[config.mk]
export PLATFORM = sky130hd
export DESIGN_NAME = seg_scan_display_flat
export DESIGN_NICKNAME = d
export VERILOG_FILES = /design/src/rtl/seg_scan_display_pkg.sv /design/src/rtl/seg_scan_display_if.sv /design/src/rtl/seg_scan_display_tick_gen.sv /design/src/rtl/seg_scan_display.sv /design/src/flat_wrapper.sv
export SDC_FILE = /design/constraint.sdc
export NUM_CORES = 1
export LEC_CHECK = 0
export CELL_PAD_IN_SITES_DETAIL_PLACEMENT = 0
export CELL_PAD_IN_SITES_GLOBAL_PLACEMENT = 1
export CORE_ASPECT_RATIO = 1.25
export CORE_UTILIZATION = 40
export CTS_BUF_LIST = sky130_fd_sc_hd__clkbuf_4 sky130_fd_sc_hd__clkbuf_8
export CTS_CLUSTER_DIAMETER = 100
export DETAILED_ROUTE_END_ITERATION = 8
export GPL_ROUTABILITY_DRIVEN = 0
export PLACE_DENSITY_LB_ADDON = 0.05
export SLEW_MARGIN = 20
export SYNTH_ARGS = -nofsm -noshare
export SYNTH_HDL_FRONTEND = slang
export SYNTH_HIERARCHICAL = 1
export SYNTH_SLANG_ARGS = --single-unit
export TNS_END_PERCENT = 20
[constraint.sdc]
create_clock -name clk -period 3.8 [get_ports clk]
set_input_delay 0.76 -clock clk [delete_from_list [all_inputs] [get_ports clk]]
set_output_delay 0.76 -clock clk [all_outputs]
set_load 0.01 [all_outputs]
[src/rtl/seg_scan_display_pkg.sv]
`default_nettype none
// ============================================================================
// Module   : seg_disp_pkg
// Purpose  : Shared constants and helpers for the seven-segment scanner.
//            Active-low segment patterns, blank pattern, hex decoder and
//            parameter legality helpers.
// Ports    : none (package)
// Revision : 1.0 - initial release
// ============================================================================
package seg_disp_pkg;

   typedef logic [7:0] seg_pat_t;

   // seg[7:1] = a..g, seg[0] = dp; all active-low
   localparam seg_pat_t SEG_OFF = 8'hFF;

   localparam seg_pat_t HEX_0 = 8'h03;
   localparam seg_pat_t HEX_1 = 8'h9F;
   localparam seg_pat_t HEX_2 = 8'h25;
   localparam seg_pat_t HEX_3 = 8'h0D;
   localparam seg_pat_t HEX_4 = 8'h99;
   localparam seg_pat_t HEX_5 = 8'h49;
   localparam seg_pat_t HEX_6 = 8'h41;
   localparam seg_pat_t HEX_7 = 8'h1F;
   localparam seg_pat_t HEX_8 = 8'h01;
   localparam seg_pat_t HEX_9 = 8'h09;
   localparam seg_pat_t HEX_A = 8'h11;
   localparam seg_pat_t HEX_B = 8'hC1;
   localparam seg_pat_t HEX_C = 8'h63;
   localparam seg_pat_t HEX_D = 8'h85;
   localparam seg_pat_t HEX_E = 8'h61;
   localparam seg_pat_t HEX_F = 8'h71;

   // Decode one nibble; dp=1 lights the decimal point (drives seg[0] low).
   function automatic seg_pat_t hex_to_seg(input logic [3:0] nibble, input logic dp);
      seg_pat_t pat;
      pat = SEG_OFF;
      case (nibble)
         4'h0: pat = HEX_0;
         4'h1: pat = HEX_1;
         4'h2: pat = HEX_2;
         4'h3: pat = HEX_3;
         4'h4: pat = HEX_4;
         4'h5: pat = HEX_5;
         4'h6: pat = HEX_6;
         4'h7: pat = HEX_7;
         4'h8: pat = HEX_8;
         4'h9: pat = HEX_9;
         4'hA: pat = HEX_A;
         4'hB: pat = HEX_B;
         4'hC: pat = HEX_C;
         4'hD: pat = HEX_D;
         4'hE: pat = HEX_E;
         4'hF: pat = HEX_F;
      endcase
      return {pat[7:1], ~dp};
   endfunction

   function automatic bit digits_ok(input int digits);
      return (digits >= 1) && (digits <= 16);
   endfunction

   function automatic bit prescale_ok(input int prescale);
      return prescale >= 1;
   endfunction

endpackage
`default_nettype wire

[src/rtl/seg_scan_display_if.sv]
`default_nettype none
// ============================================================================
// Module   : seg_scan_display_if
// Purpose  : Data-in / pins-out bundle of the seven-segment scanner.
// Signals  : data  [4*DIGITS] hex nibbles, digit 0 rightmost
//            dp    [DIGITS]   decimal point per digit, 1 = lit
//            blank [DIGITS]   per-digit blank mask, 1 = dark
//            an    [DIGITS]   one-hot active-low anode select
//            seg   [8]        active-low segments, seg[0] = dp
//            frame [1]        pulse on the edge selecting digit 0
// Modports : master = data source, slave = scanner
// Revision : 1.0 - initial release
// ============================================================================
interface seg_scan_display_if #(
   parameter int DIGITS = 8
);
   logic [4*DIGITS-1:0] data;
   logic [DIGITS-1:0]   dp;
   logic [DIGITS-1:0]   blank;
   logic [DIGITS-1:0]   an;
   logic [7:0]          seg;
   logic                frame;

   modport master (output data, dp, blank, input an, seg, frame);
   modport slave  (input data, dp, blank, output an, seg, frame);
endinterface
`default_nettype wire

[src/rtl/seg_scan_display_tick_gen.sv]
`default_nettype none
// ============================================================================
// Module   : seg_tick_gen
// Purpose  : Clock-enable prescaler; one-cycle tick every PRESCALE clocks.
//            The first tick after reset comes PRESCALE cycles after release.
// Ports    : clk    in  system clock
//            clr    in  synchronous active-high reset
//            tick_o out tick, high while the counter holds PRESCALE-1
// Revision : 1.0 - initial release
// ============================================================================
module seg_tick_gen #(
   parameter int PRESCALE = 2000,
   parameter int CNT_W    = $clog2(PRESCALE + 1)
) (
   input  logic clk,
   input  logic clr,
   output logic tick_o
);
   localparam logic [CNT_W-1:0] C_LAST = CNT_W'(PRESCALE - 1);

   logic [CNT_W-1:0] cnt_q;
   logic [CNT_W-1:0] cnt_d;

   assign tick_o = (cnt_q == C_LAST);
   assign cnt_d  = tick_o ? '0 : cnt_q + 1'b1;

   always_ff @(posedge clk) begin
      if (clr) begin
         cnt_q <= '0;
      end else begin
         cnt_q <= cnt_d;
      end
   end
endmodule
`default_nettype wire

[src/rtl/seg_scan_display.sv]
`default_nettype none
// ============================================================================
// Module   : seg_scan_display
// Purpose  : Multiplexed seven-segment scanner for DIGITS hex digits. A frame
//            snapshot of {data, dp, blank} is taken on the tick selecting
//            digit 0, so one frame never mixes two data words.
// Ports    : clk  in  system clock
//            clr  in  synchronous active-high reset
//            bus  slave modport of seg_scan_display_if
// Macro    : SEG_LEADING_ZERO_BLANK_EN - blank digits above the highest
//            nonzero nibble (digit 0 always shown).
// Revision : 1.0 - initial release
// ============================================================================
module seg_scan_display
   import seg_disp_pkg::*;
#(
   parameter int DIGITS   = 8,
   parameter int PRESCALE = 2000,
   parameter int CNT_W    = $clog2(PRESCALE + 1)
) (
   input  logic               clk,
   input  logic               clr,
   seg_scan_display_if.slave  bus
);
   localparam int IDX_W = (DIGITS > 1) ? $clog2(DIGITS) : 1;
   localparam logic [IDX_W-1:0] C_LAST_IDX = IDX_W'(DIGITS - 1);

   if (!digits_ok(DIGITS)) begin : g_bad_digits
      $error("seg_scan_display: DIGITS must be 1..16");
   end
   if (!prescale_ok(PRESCALE)) begin : g_bad_prescale
      $error("seg_scan_display: PRESCALE must be >= 1");
   end

   logic tick;

   seg_tick_gen #(
      .PRESCALE (PRESCALE),
      .CNT_W    (CNT_W)
   ) u_tick_gen (
      .clk    (clk),
      .clr    (clr),
      .tick_o (tick)
   );

   logic [IDX_W-1:0]    idx_q, idx_d;
   logic [4*DIGITS-1:0] sh_data_q;
   logic [DIGITS-1:0]   sh_dp_q, sh_blank_q;
   logic [DIGITS-1:0]   an_q, an_d;
   logic [7:0]          seg_q, seg_d;
   logic                frame_q;
   logic                wrap;
   logic [DIGITS-1:0]   live_blank;

   // Effective blank mask of the live inputs, as it will be snapshotted.
`ifdef SEG_LEADING_ZERO_BLANK_EN
   always_comb begin
      logic seen;
      seen       = 1'b0;
      live_blank = bus.blank;
      // Walk down from the top digit; everything above the first nonzero
      // nibble goes dark. Digit 0 is excluded so zero still shows "0".
      for (int i = DIGITS - 1; i >= 1; i--) begin
         if (bus.data[4*i +: 4] != 4'h0) seen = 1'b1;
         if (!seen) live_blank[i] = 1'b1;
      end
   end
`else
   assign live_blank = bus.blank;
`endif

   // wrap: this tick selects digit 0 and captures the new frame
   assign wrap  = tick && (idx_q == C_LAST_IDX);
   assign idx_d = wrap ? '0 : idx_q + 1'b1;

   always_comb begin
      logic [4*DIGITS-1:0] src_data;
      logic [DIGITS-1:0]   src_dp, src_blank, sel;
      logic [3:0]          nib;
      // The digit-0 slot shows the word being captured on this same edge.
      src_data  = wrap ? bus.data : sh_data_q;
      src_dp    = wrap ? bus.dp   : sh_dp_q;
      src_blank = wrap ? live_blank : sh_blank_q;
      sel       = DIGITS'(1) << idx_d;
      nib       = 4'(src_data >> {idx_d, 2'b00});
      if (|(src_blank & sel)) begin
         an_d  = '1;
         seg_d = SEG_OFF;
      end else begin
         an_d  = ~sel;
         seg_d = hex_to_seg(nib, |(src_dp & sel));
      end
   end

   always_ff @(posedge clk) begin
      if (clr) begin
         idx_q      <= C_LAST_IDX;
         an_q       <= '1;
         seg_q      <= SEG_OFF;
         sh_data_q  <= '0;
         sh_dp_q    <= '0;
         sh_blank_q <= '0;
         frame_q    <= 1'b0;
      end else begin
         frame_q <= wrap;
         if (tick) begin
            idx_q <= idx_d;
            an_q  <= an_d;
            seg_q <= seg_d;
         end
         if (wrap) begin
            sh_data_q  <= bus.data;
            sh_dp_q    <= bus.dp;
            sh_blank_q <= live_blank;
         end
      end
   end

   assign bus.an    = an_q;
   assign bus.seg   = seg_q;
   assign bus.frame = frame_q;
endmodule
`default_nettype wire
[src/flat_wrapper.sv]
// flat-port wrapper written by rule: the top's interface ports become plain ports
module seg_scan_display_flat import seg_disp_pkg::*;
#(
   parameter int DIGITS   = 8,
   parameter int PRESCALE = 2000,
   parameter int CNT_W    = $clog2(PRESCALE + 1)
)
  (clk, clr, bus_data, bus_dp, bus_blank, bus_an, bus_seg, bus_frame);
  seg_scan_display_if #(.DIGITS(DIGITS)) bus_i ();
  input  logic clk;
  input  logic clr;
  input wire logic [$bits(bus_i.data)-1:0] bus_data;
  input wire logic [$bits(bus_i.dp)-1:0] bus_dp;
  input wire logic [$bits(bus_i.blank)-1:0] bus_blank;
  output wire logic [$bits(bus_i.an)-1:0] bus_an;
  output wire logic [$bits(bus_i.seg)-1:0] bus_seg;
  output wire logic [$bits(bus_i.frame)-1:0] bus_frame;
  assign bus_i.data = bus_data;
  assign bus_i.dp = bus_dp;
  assign bus_i.blank = bus_blank;
  assign bus_an = bus_i.an;
  assign bus_seg = bus_i.seg;
  assign bus_frame = bus_i.frame;
  seg_scan_display #(.DIGITS(DIGITS), .PRESCALE(PRESCALE), .CNT_W(CNT_W)) u_core (.clk(clk), .clr(clr), .bus(bus_i));
endmodule
==> results.md, run 1 <==
* Status: finished clean
* Layout cells sized above 1 at 0.108
* Worst setup startpoint: u_core/u_tick_gen/cnt_q[0]$_SDFF_PP0_
* Sinks on Clock Net at 79
* Die span in x at 88.0 um
* Req. time, crit path at 4040 ps
* Post-synth EDFFs at 0
* Vias in the first global route at 2979
* Fin. max-slew vios at 0
* Tcrit/Tclk final at 0.890
* Clk slew on worst S/H paths at 80 ps
* Top cells by area, synth: dfxtp_1 43%, nand2_1 11%, a21oi_1 7.2%
* First-pass GRT wire length at 14400 um
* Total Routed Length at 8510 um
* R2r startpoint: u_core/u_tick_gen/cnt_q[0]$_SDFF_PP0_
* Tot GR Track Use at 0.195
* Yosys warns at 6
* Yosys top cell by area: dfxtp_1
* Min Tclk post-route at 3380 ps
* Net Count, Synth at 498
* H-tree depth at 3
* Count of hold-fix buffers inserted at cts at 0
* Setup slack at placement at 410 ps
* Initial antenna violation count at 0
* RSZ-0062 raised after global routing: false
* Layout Skew at 9.46 ps
* Most used flip-flop cell after synthesis: dfxtp_1
* Num CTS Buffers at 9
* First-pass DRT Iterations at 4
* Tightest Pin Transition at 673 ps
* WP data arrival at 3630 ps
* Mapped cell area at 0.00370 mm2
* Final Power at 1.48 mW
* CTS resizes at 0
* PnR worst setup slack at 417 ps
* M2 GR Usage at 0.306
* CP Capture Type: flop
* GR peak layer: met2
* CTS tree: done
* Synth cell count leaders: 109 x nand2_1, 79 x dfxtp_1, 53 x a21oi_1
* Yosys cell types at 58
* Final hold vios at 0
* Top fanout value on the critical path at 17
* Vias/cell at 5.09
* Synth Instances at 435
* Yosys reg bits at 79
* Max_slew headroom at 0.547
* Startpoint types: flop
* Total global routing overflow at 0
* Io pins at 67
* Nets at 556
* Max-Cap Viols at 0
* Clk_lat worst skew at 360 ps
* Met1 usage at 0.260
* Setup bufs post-CTS at 0
* Synth async-reset ratio at 0
* Detail Route Antenna Nets at 0
* Port bufs at 66
* DR vias at 3147
* DP HPWL at 6040 um
* Most common cell in the netlist: nand2_1
* Met3 usage at 0.0278
* Area Overhead vs Synth at 24.9%
* Hold Path Class: flop to flop
* Antenna diodes at 0
* Crit Path Category: flop to flop
* Synth Area per Inst at 8.51 um2
* Initial Util at 0.419
* Pin count of the biggest net entering global routing at 53
* Sequential area share after synthesis at 0.427
* Fmax at 0.296 GHz
* Pwr/cell area at 320 mW/mm2
* 1st-iter DRT viols at 151
* Chip height at 110 um
* Row Count at 38
* Post-route DRC at 0
* HP Start: u_core/sh_data_q[21]$_SDFF_PP0_
* Clock Path Buffers at 2
* Setup_tns at 0 ps
* Final setup viols at 0
* WL/cell at 13.8 um
* CORE AREA at 0.00884 mm2
* Total Die Area at 0.00964 mm2
* Synth top area share at 0.427
* Internal reg-to-reg setup slack at 420 ps
* CTS Root Cell: clkbuf_8
* P_leak at 1.69 nW
* Peak VDD IR at 0.201 mV
==> placed cells by master (no fill, tap or decap), types with 3 or more instances in the layout <==
master             n
buf_4             10
clkdlybuf4s50_1   65
nand2_1          109
mux2i_1           10
and3_1             3
mux4_2             5
mux2_2             6
inv_1             10
dfxtp_1           79
and2_1             3
a21oi_1           53
a31o_2             8
a22o_1             4
o211ai_1           3
clkinvlp_4         4
clkbuf_8           9
o21ai_0            6
xnor2_1            4
nor2_1            29
o22a_1             4
nand3_1            9
ha_1              13
==> flip-flops by register name (all words and copies together), names as in the netlist <==
signal                   count
u_core/idx_q                 3
u_core/sh_data_q            32
u_core/bus.an                8
u_core/u_tick_gen/cnt_q     11
u_core/bus.frame             1
u_core/sh_dp_q               8
u_core/sh_blank_q            8
u_core/bus.seg               8
==> cell type report <==
type | instances | area, um2
fill | 879 | 4220
inverter | 10 | 37.5
clock buffer | 11 | 139
tap | 120 | 150
clock inverter | 5 | 35.0
timing repair buffer | 76 | 731
sequential | 79 | 1580
multi-input combinational | 317 | 1950
==> metrics by stage <==
| stage | cells | hold slack [ps] | area (um2) | utilization |
|---|---|---|---|---|
| 2_1_floorplan | 435 | 430 | 3700 | - |
| 3_3_place_gp | 602 | 438 | 4450 | 0.503 |
| 3_5_place_dp | 602 | 447 | 4450 | 0.503 |
| 4_1_cts | 618 | 457 | 4620 | 0.523 |
| 5_1_grt | 618 | 471 | 4620 | 0.523 |
| 6_report | 618 | 456 | 4620 | 0.523 |
==> where the power goes <==
part	leakage [nW]	switching, mW	total [mW]	internal (mW)
Combinational	0.976	0.0266	0.0763	0.0498
Clock	0.0784	0.316	0.567	0.251
Sequential	0.638	0.00432	0.836	0.832
==> layer usage <==
| layer | vias up | share of wire |
|---|---|---|
| met1 | 1443 | 0.48 |
| met2 | 62 | 0.46 |
| met3 | 15 | 0.030 |
| li1 | 1627 | - |
| met4 | 0 | 0.026 |
| met5 | - | 0 |
==> cells by family after synthesis <==
logic type      synth area share
simple gates               0.184
compound gates             0.197
xor+xnor                  0.0142
flops                      0.427
fa+ha+maj                 0.0439
mux                       0.0879
buf+inv                   0.0460
==> worst paths after layout <==
path | to | cells after the start
worst min-delay path | u_core/sh_data_q[21]$_SDFF_PP0_ | 2
worst max register to register | u_core/bus.seg[6]$_SDFFE_PP1P_ | 12
worst min register to register | u_core/sh_data_q[21]$_SDFF_PP0_ | 2
worst max-delay path | u_core/bus.seg[6]$_SDFFE_PP1P_ | 12
==> worst max-delay path, cell delays in order, from the launching register on <==
cell and delay (ps):
dfxtp_1 370, ha_1 200, and3_2 230, nand3_1 160, nor2_1 200, and2_2 400
nand2_1 140, a32oi_1 420, inv_1 190, ha_1 300, and2b_1 220, nor3_1 60
o32a_1 370
Note: power is estimated with default switching activity, not from simulation.
==> run 2: changes to the inputs <==
PLACE_DENSITY = 0.92   (was not set)
PLACE_DENSITY_LB_ADDON = not set   (was 0.05)
==> run 2 against run 1 <==
Critical path depth is 1 higher. Sequential share of layout area is 0.65 points lower. Wire length hardly changed. Clock skew is 0.74 ps higher. Non-clock buffer count stayed put. Total power is 17% higher. Register-to-register slack worse by 60 ps. Final cell count stayed put. Combinational power is 2% higher. Global-route usage is 0.97 points lower. Worst setup slack worse by 61 ps. Design area is 1.9% higher. Critical endpoint is now u_core/bus.seg[1]$_SDFFE_PP1P_.
==> results.md, run 2 (synthesized netlist as in run 1, its figures left out) <==
* Status: finished clean
* RSZ-0062 raised after global routing: false
* Vias/cell at 5.25 (+3.0%)
* R2R depth at 13 (+1)
* CTS resizes at 0 (unchanged)
* Commonest cells after routing, fill and taps aside: 109 x nand2_1, 79 x dfxtp_1, 65 x clkdlybuf4s50_1
* WL/cell at 13.8 um (about the same)
* Hold_ws at 460 ps (+4.07 ps)
* DR vias at 3242 (+3.0%)
* Req. time, crit path at 4040 ps (about the same)
* Met2 WL at 4280 um (+9.5%)
* Tcrit/Tclk final at 0.906 (+0.0160)
* Top fanout value on the critical path at 16 (-1)
* Clk slew on worst S/H paths at 90 ps (about the same)
* Sinks on Clock Net at 79 (unchanged)
* Total Routed Length at 8510 um (about the same)
* Fmax at 0.290 GHz (-1.8%)
* Tightest Pin Transition at 761 ps (+88.3 ps)
* Startpoint types: flop
* Clock Path Buffers at 2 (unchanged)
* Max-Cap Viols at 0 (unchanged)
* Post-route DRC at 0 (unchanged)
* Internal reg-to-reg setup slack at 360 ps (-60 ps)
* Row Count at 38 (unchanged)
* Num CTS Buffers at 9 (unchanged)
* Chip height at 110 um (unchanged)
* CORE AREA at 0.00884 mm2 (unchanged)
* Hold Path Depth at 2 (unchanged)
* Initial Util at 0.419 (unchanged)
* WP data arrival at 3680 ps (+50 ps)
* Clk_lat worst skew at 350 ps (about the same)
* Max_slew headroom at 0.488 (-0.0594)
* Peak VDD IR at 0.237 mV (+18%)
* RR Endpoint: u_core/bus.seg[1]$_SDFFE_PP1P_
* Total global routing overflow at 0 (unchanged)
* Hold Path Class: flop to flop
* Hold endpoint: u_core/sh_blank_q[1]$_SDFF_PP0_
* HP Start: u_core/sh_blank_q[1]$_SDFF_PP0_
* Final hold vios at 0 (unchanged)
* Reg with most FFs: u_core/sh_data_q
* Max reg flops at 32 (unchanged)
* Largest regs: u_core/sh_data_q x32, u_core/u_tick_gen/cnt_q x11
* Nets at 556 (unchanged)
* Setup_tns at 0 ps (unchanged)
* Port bufs at 66 (unchanged)
* 1st-iter DRT viols at 186 (+23%)
* Setup bufs post-CTS at 0 (unchanged)
* Detail Route Antenna Nets at 0 (unchanged)
* H-tree depth at 3 (unchanged)
* Met3 WL at 393 um (+55%)
* Top Metal Used: met4
* Pwr/cell area at 367 mW/mm2 (+15%)
* Metal-1 WL at 3720 um (-9.9%)
* Vias in the first global route at 2994 (+0.50%)
* Area Overhead vs Synth at 27.4%
* Count of hold-fix buffers inserted at cts at 0 (unchanged)
* Post-DP Area at 0.00445 mm2 (unchanged)
* DP HPWL at 6110 um (+1.2%)
* CTS Root Cell: clkbuf_8
* Crit Path Category: flop to flop
* CTS tree: done
* Pin count of the biggest net entering global routing at 53 (unchanged)
* Antenna diodes at 0 (unchanged)
* First-pass GRT wire length at 13800 um (-4.1%)
* Tot GR Track Use at 0.185 (-0.00970)
* Die span in x at 88.0 um (unchanged)
* Layout cells sized above 1 at 0.108 (unchanged)
* Total Die Area at 0.00964 mm2 (unchanged)
* Min Tclk post-route at 3440 ps (+60.9 ps)
* Commonest non-fill, non-tap cell in the layout: nand2_1
* First-pass DRT Iterations at 6 (+2)
* CP Capture Type: flop
* Final Cell Area at 0.00471 mm2 (+1.9%)
* Layout Skew at 10.2 ps (+0.745 ps)
* Io pins at 67 (unchanged)
* Final setup viols at 0 (unchanged)
* R2r startpoint: u_core/u_tick_gen/cnt_q[0]$_SDFF_PP0_
* Fin. max-slew vios at 0 (unchanged)
* P_leak at 1.74 nW (+3.0%)
* Initial antenna violation count at 0 (unchanged)
==> run 2: power breakdown <==
| group | switching (mW) | total (mW) | internal, mW |
|---|---|---|---|
| clock network | 0.306 | 0.815 | 0.509 |
| logic | 0.0276 | 0.0775 | 0.0498 |
| registers | 0.00467 | 0.836 | 0.832 |
| total | 0.338 | 1.73 | 1.39 |
==> run 2: worst max-delay path: stages, from the launching register on <==
cell,delay (ps)
dfxtp_1,380
ha_1,200
and3_2,230
nand3_1,160
nor2_1,200
buf_4,240
a21oi_1,120
a221o_1,330
o22ai_1,510
inv_1,150
ha_1,290
mux2i_1,170
nor2_1,60
o32a_1,310
==> run 2: how the worst max path moves through the flow <==
stage,slack [ps],to,start,cells past startpoint
5_1_grt,60,u_core/bus.seg[1]$_SDFFE_PP1P_,u_core/u_tick_gen/cnt_q[0]$_SDFF_PP0_,13
6_report,360,u_core/bus.seg[1]$_SDFFE_PP1P_,u_core/u_tick_gen/cnt_q[0]$_SDFF_PP0_,13
3_3_place_gp,520,u_core/bus.seg[6]$_SDFFE_PP1P_,u_core/u_tick_gen/cnt_q[0]$_SDFF_PP0_,12
2_1_floorplan,670,u_core/bus.seg[6]$_SDFFE_PP1P_,u_core/u_tick_gen/cnt_q[0]$_SDFF_PP0_,13
3_5_place_dp,370,u_core/bus.seg[6]$_SDFFE_PP1P_,u_core/u_tick_gen/cnt_q[0]$_SDFF_PP0_,12
4_1_cts,350,u_core/bus.seg[1]$_SDFFE_PP1P_,u_core/u_tick_gen/cnt_q[0]$_SDFF_PP0_,13
==> run 2: metrics by stage <==
step	worst slack, ps	total power, mW	utilization	cells
final	356	1.73	0.533	618
after global routing	55.2	1.78	0.533	618
after CTS	346	1.74	0.533	618
after detailed placement	371	0.933	0.503	602
after global placement	519	0.932	0.503	602
after floorplan	667	0.873	-	435
==> run 2: area by class of cell <==
cell class              instances  area [um2]
fillers                       843        4130
multi-input cells             317        1950
flip-flops and latches         79        1580
repair buffers                 76         731
well taps                     120         150
clock inverters                 6         133
clock buffers                  10         131
inverters                      10        37.5
==> run 2: layer usage <==
layer  track usage  up-vias
li1              -     1620
met1         0.228     1531
met2         0.319       83
met3        0.0353        8
met4        0.0680        0
met5             0        -
==> run 3: changes to the inputs <==
CTS_CLUSTER_DIAMETER = not set   (was 100)
==> results of run 3 <==
No change in the layout: final DEF, timing and power equal those of run 2.
